**src/rtl/fifo_pkg.sv**
```systemverilog
// Shared definitions for the parity-checking FIFO.
//   PARITY_EVEN / PARITY_ODD : values for the PARITY parameter
//   PBIT_LSB / PBIT_MSB      : values for the P_BIT parameter
//   DROP_CNT_W               : width of the dropped-push counter
//   ptr_width()              : pointer width for a given depth (never below 1)
package fifo_pkg;

  localparam bit PARITY_EVEN = 1'b1;
  localparam bit PARITY_ODD  = 1'b0;

  localparam bit PBIT_LSB = 1'b1;
  localparam bit PBIT_MSB = 1'b0;

  localparam int DROP_CNT_W = 16;

  function automatic int ptr_width(input int depth);
    int w;
    w = $clog2(depth);
    return (w < 1) ? 1 : w;
  endfunction

endpackage

```
**src/rtl/fifo_parity_buffer_parity_check.sv**
```systemverilog
// Combinational parity rule applied to a whole word.
//   data : word under test (parity bit included)
//   good : 1 when the word satisfies the configured rule
// PARITY = 1 selects even parity (XOR of all bits is 0),
// PARITY = 0 selects odd parity (XOR of all bits is 1).
module parity_check #(
  parameter int DATA_WIDTH = 17,
  parameter bit PARITY     = 1'b1
) (
  input  logic [DATA_WIDTH-1:0] data,
  output logic                  good
);

  assign good = PARITY ^ (^data);

endmodule

```
**src/rtl/fifo_parity_buffer.sv**
```systemverilog
// Synchronous FIFO that drops words failing a parity check.
//   clk, rst_n  : clock, asynchronous active-low reset
//   valid_in    : upstream word present on data_in
//   data_in     : incoming word
//   grant_out   : FIFO can accept a word (not full)
//   valid_out   : data_out holds the oldest stored word
//   data_out    : head-of-FIFO word
//   grant_in    : downstream takes data_out this cycle
//   parity_err  : one-cycle pulse after a dropped push
//   drop_cnt    : saturating count of dropped pushes
//
// Handshake: a transfer happens on a rising edge where the producer's valid
// and the receiver's grant are both high. grant_out depends only on the
// stored count, so a bad-parity word is refused while full just like a good
// one, and a pop in the same cycle never opens a full FIFO.
module fifo_parity_buffer
  import fifo_pkg::*;
#(
  parameter int FIFO_DEPTH = 4,
  parameter int DATA_WIDTH = 17,
  parameter bit PARITY     = PARITY_EVEN,
  parameter bit P_BIT      = PBIT_LSB
) (
  input  logic                  clk,
  input  logic                  rst_n,
  input  logic                  valid_in,
  input  logic [DATA_WIDTH-1:0] data_in,
  output logic                  grant_out,
  output logic                  valid_out,
  output logic [DATA_WIDTH-1:0] data_out,
  input  logic                  grant_in,
  output logic                  parity_err,
  output logic [DROP_CNT_W-1:0] drop_cnt
);

  localparam int PTR_W = ptr_width(FIFO_DEPTH);
  localparam int CNT_W = $clog2(FIFO_DEPTH + 1);

  // P_BIT only documents where the parity bit lives; the check covers the
  // whole word. A depth below 2 is unsupported, so such a build never grants.
  localparam bit CFG_OK = (FIFO_DEPTH >= 2) &&
                          ((P_BIT == PBIT_LSB) || (P_BIT == PBIT_MSB));

  logic [PTR_W-1:0]      wr_ptr_q, wr_ptr_d;
  logic [PTR_W-1:0]      rd_ptr_q, rd_ptr_d;
  logic [CNT_W-1:0]      count_q, count_d;
  logic [DATA_WIDTH-1:0] mem_q [FIFO_DEPTH];
  logic [DATA_WIDTH-1:0] mem_d [FIFO_DEPTH];
  logic                  parity_err_q, parity_err_d;
  logic [DROP_CNT_W-1:0] drop_cnt_q, drop_cnt_d;

  logic good;
  logic push, pop, push_good, push_bad;

  parity_check #(
    .DATA_WIDTH (DATA_WIDTH),
    .PARITY     (PARITY)
  ) u_parity_check (
    .data (data_in),
    .good (good)
  );

  // Explicit wrap so non-power-of-two depths work.
  function automatic logic [PTR_W-1:0] next_ptr(input logic [PTR_W-1:0] p);
    return (p == PTR_W'(FIFO_DEPTH - 1)) ? '0 : p + PTR_W'(1);
  endfunction

  assign grant_out  = CFG_OK && (count_q != CNT_W'(FIFO_DEPTH));
  assign valid_out  = (count_q != '0);
  assign data_out   = mem_q[rd_ptr_q];
  assign parity_err = parity_err_q;
  assign drop_cnt   = drop_cnt_q;

  always_comb begin
    push      = valid_in && grant_out;
    pop       = valid_out && grant_in;
    push_good = push && good;
    push_bad  = push && !good;

    wr_ptr_d     = wr_ptr_q;
    rd_ptr_d     = rd_ptr_q;
    count_d      = count_q;
    mem_d        = mem_q;
    parity_err_d = push_bad;
    drop_cnt_d   = drop_cnt_q;

    if (push_good) begin
      mem_d[wr_ptr_q] = data_in;
      wr_ptr_d        = next_ptr(wr_ptr_q);
    end

    if (pop) begin
      rd_ptr_d = next_ptr(rd_ptr_q);
    end

    unique case ({push_good, pop})
      2'b10:   count_d = count_q + CNT_W'(1);
      2'b01:   count_d = count_q - CNT_W'(1);
      default: count_d = count_q;
    endcase

    if (push_bad && (drop_cnt_q != '1)) begin
      drop_cnt_d = drop_cnt_q + DROP_CNT_W'(1);
    end
  end

  always_ff @(posedge clk or negedge rst_n) begin
    if (!rst_n) begin
      wr_ptr_q     <= '0;
      rd_ptr_q     <= '0;
      count_q      <= '0;
      parity_err_q <= 1'b0;
      drop_cnt_q   <= '0;
      for (int i = 0; i < FIFO_DEPTH; i++) begin
        mem_q[i] <= '0;
      end
    end else begin
      wr_ptr_q     <= wr_ptr_d;
      rd_ptr_q     <= rd_ptr_d;
      count_q      <= count_d;
      parity_err_q <= parity_err_d;
      drop_cnt_q   <= drop_cnt_d;
      for (int i = 0; i < FIFO_DEPTH; i++) begin
        mem_q[i] <= mem_d[i];
      end
    end
  end

endmodule

```
**config.mk**
```make
export PLATFORM = sky130hd
export DESIGN_NAME = fifo_parity_buffer
export DESIGN_NICKNAME = d
export VERILOG_FILES = /design/src/rtl/fifo_pkg.sv /design/src/rtl/fifo_parity_buffer_parity_check.sv /design/src/rtl/fifo_parity_buffer.sv
export SDC_FILE = /design/constraint.sdc
export NUM_CORES = 1
export LEC_CHECK = 0
export CELL_PAD_IN_SITES_DETAIL_PLACEMENT = 1
export CELL_PAD_IN_SITES_GLOBAL_PLACEMENT = 2
export CORE_UTILIZATION = 30
export DETAILED_ROUTE_END_ITERATION = 7
export GPL_ROUTABILITY_DRIVEN = 0
export GPL_TIMING_DRIVEN = 0
export PLACE_DENSITY = 0.74
export SLEW_MARGIN = 0
export SYNTH_ARGS = -nofsm -noshare
export SYNTH_HDL_FRONTEND = slang
export SYNTH_HIERARCHICAL = 1
export SYNTH_SLANG_ARGS = --single-unit
```
**constraint.sdc**
```tcl
create_clock -name clk -period 2.54 [get_ports clk]
set_input_delay 0.508 -clock clk [delete_from_list [all_inputs] [get_ports clk]]
set_output_delay 0.508 -clock clk [all_outputs]
set_load 0.02 [all_outputs]
```
==> out/results.tsv <==
metric	value	unit
status	finished, final reports clean	
Vias	2603	
Via density	4.77	
#FFs+latches synth	92	
CTS tree	built	
hold buffers post-CTS	0	
Worst setup EP type	flop	
global routing met3 resource utilization	3.91	%
gr busiest metal	met2	
layout cell share with drive strength beyond 1	34.3	%
Worst setup SP type	input pin	
Worst Tran Pin Value	0.608	ns
syn nets	318	
Relative slew margins	59.5	%
Die Ht	125	um
DPL Wire Length	6760	um
worst hold path type	in2async	
GR Util met2	23.1	%
met1 global-route usage	17.8	%
cell area after layout	5750	um2
core area	14600	um2
antenna violations before repair	0	
Period Utilization, post-route	99.0	%
first-pass GRT wire length	16800	um
crit path max fanout	5	
iteration-0 DRC count of the detailed router	44	
vias in the first global route	3062	
Max Buffers Root-to-Sink	2	
root buffer selected by CTS	clkbuf_16	
Final Hold Vio Count	0	
worst skew pair latency	0.35	ns
# rows	44	
Final Setup Violations	0	
Peak VDD IR	0.000529	V
H-tree Lvls	3	
Worst Skew	0.00679	ns
Arr. time, crit path	2.78	ns
Die Area	15500	um2
Finished Core Util	39.4	%
grt total ovfl	0	
fin crit period	2.52	ns
unrepaired setup endpoints after global routing	yes	
Buffers on Ports	56	
final worst slack	0.0247	ns
Setup TNS Final	0	ns
area delta synth->final	27.4	%
Placement Cell Area	5390	um2
yosys warns	6	
WL final	9900	um
Post-route DRC	0	
CTS Buf Count	9	
Leak	2.65	nW
syn avg cell area	15.6	um2
Syn Inst Count	289	
CTS sink count	92	
Setup CP Type	in2reg	
post-place setup slack	-1.03	ns
NumNets Final	386	
Worst-path clk slew	0.07	ns
largest net degree at the start of global routing	49	
n_diodes	0	
Unique masters post-synth	33	
DR WL/cell	18.1	um
Synth Cell Area	4510	um2
pwr/cell area	1260	nW/um2
ANT nets after route	0	
fin cells	546	
Highest Clock Rate	398	MHz
DR pass1 iterations	4	
Die Wd	125	um
# IOs	57	
gr usage total	14.1	%
Data required, critical path	2.80	ns
total of max-cap violations	0	
Starting Density	30.9	%
Seq/Total Area, Yosys	51.0	%
fin. max-slew vios	0	
DP Cell Count	530	
placed cells by master, fill, tap and decap left out, types with 2 or more instances in the layout:
cell type,n
xor2_2,2
nand2_8,4
inv_1,5
clkbuf_16,9
xnor2_1,10
xor2_1,8
xnor2_4,4
nor2_1,6
clkbuf_2,2
xnor2_2,7
clkdlybuf4s50_1,23
buf_2,4
clkinv_2,2
o21ai_0,2
nand2b_1,2
dlygate4sd2_1,16
buf_6,5
and4_1,5
buf_4,6
mux2_2,2
dfrtp_1,92
mux2_1,29
and2_1,2
nor3_1,2
buf_12,2
mux4_2,17
clkinvlp_4,4
mux2_4,40
clkbuf_4,2
nand4_1,5
nand2_1,9
and3_1,3
ha_1,6
dlymetal6s2s_1,4
buf_8,2
nand3_1,5
what timing repair did:
item,CTS,global route
endpoints found under the setup margin,104,59
gates resized for setup,74,42
gates cloned,0,0
setup buffers,2,3
pin swaps,11,12
registers in the layout, indices dropped and copies added, names as in the netlist:
| signal | cells |
|---|---|
| mem_q | 68 |
| drop_cnt | 16 |
| count_q | 3 |
| rd_ptr_q | 2 |
| wr_ptr_q | 2 |
| parity_err | 1 |
metal layers:
layer | routed length (um) | up-vias | share of wire [%]
met5 | 0 | - | 0
met4 | 153 | 0 | 1.5
met3 | 386 | 12 | 3.9
met2 | 4940 | 51 | 50
met1 | 4420 | 1373 | 45
li1 | - | 1167 | -
worst max-delay path: stages:
cell,delay [ns]
clkbuf_4,0.15
xor2_2,0.16
xnor2_1,0.19
xnor3_1,0.39
xnor2_2,0.17
and3_4,0.17
inv_4,0.05
ha_4,0.12
inv_2,0.04
fa_2,0.37
xor2_1,0.17
nor2_1,0.12
xor2_1,0.16
power by group:
part / internal (W) / total [W] / leakage [nW] / switching, W
registers: 0.00213 / 0.00254 / 1.13 / 0.000409
clock network: 0.000686 / 0.00126 / 0.127 / 0.000574
logic: 0.00192 / 0.00347 / 1.39 / 0.00154
Yosys cell counts:
cell type	n	area share [%]
and3_1	3	0.42
nand2b_1	2	0.28
clkbuf_1	1	0.083
nand3_1	5	0.55
mux2i_1	1	0.22
inv_1	7	0.58
nor2_1	6	0.50
nand2_1	9	0.75
xnor2_1	21	4.1
dfrtp_1	92	51
mux2_2	2	0.50
xnor3_1	1	0.50
nand2_2	1	0.14
and3_4	1	0.25
mux4_2	17	8.5
a21oi_2	1	0.19
nand4_1	5	0.69
mux2_1	29	7.2
nand2_8	4	1.8
buf_6	5	1.2
fa_1	1	0.44
buf_12	1	0.44
xor2_1	10	1.9
nor2_2	1	0.14
ha_1	7	1.9
nor3_1	2	0.22
mux2_4	40	13
buf_2	3	0.33
o21ai_0	2	0.22
a21o_1	1	0.17
and4_1	5	0.97
and2_1	2	0.28
or3_1	1	0.14
path summary, 6_finish.rpt:
kind,from,slack [ns],cells after the start,to
hold / removal,rst_n,0.16,1,mem_q[59]
min in group clk,data_in[3],0.41,2,mem_q[37]
hold reg to reg,mem_q[18],0.49,1,mem_q[18]
setup reg to reg,count_q[0],0.50,9,count_q[2]
max in group asynchronous,rst_n,1.72,2,mem_q[19]
setup / recovery,data_in[16],0.02,13,count_q[2]
cells by family after synthesis:
logic type / share of synthesized area [%]
DFF: 51.0
AOI/OAI and AO/OA: 0.582
muxes: 29.7
buffers and inverters: 2.69
adders and majority gates: 2.38
and+or+nand+nor: 7.10
xor gates and xnor gates: 6.51
metrics by stage:
step	hold slack [ns]	power [W]
2_1_floorplan	0.212	0.00494
3_3_place_gp	0.469	0.00604
3_5_place_dp	0.479	0.00618
4_1_cts	0.183	0.00742
5_1_grt	0.208	0.00775
6_report	0.161	0.00727
layout make-up:
| type | instances | area (um2) |
|---|---|---|
| inverter | 7 | 28.8 |
| clock buffer | 10 | 239 |
| sequential | 92 | 2300 |
| timing repair buffer | 62 | 599 |
| fill | 1450 | 8840 |
| tap | 184 | 230 |
| clock inverter | 6 | 40.0 |
| multi-input combinational | 180 | 2250 |
| buffer | 5 | 65.1 |
No activity file was read; power rests on OpenSTA's default activity.
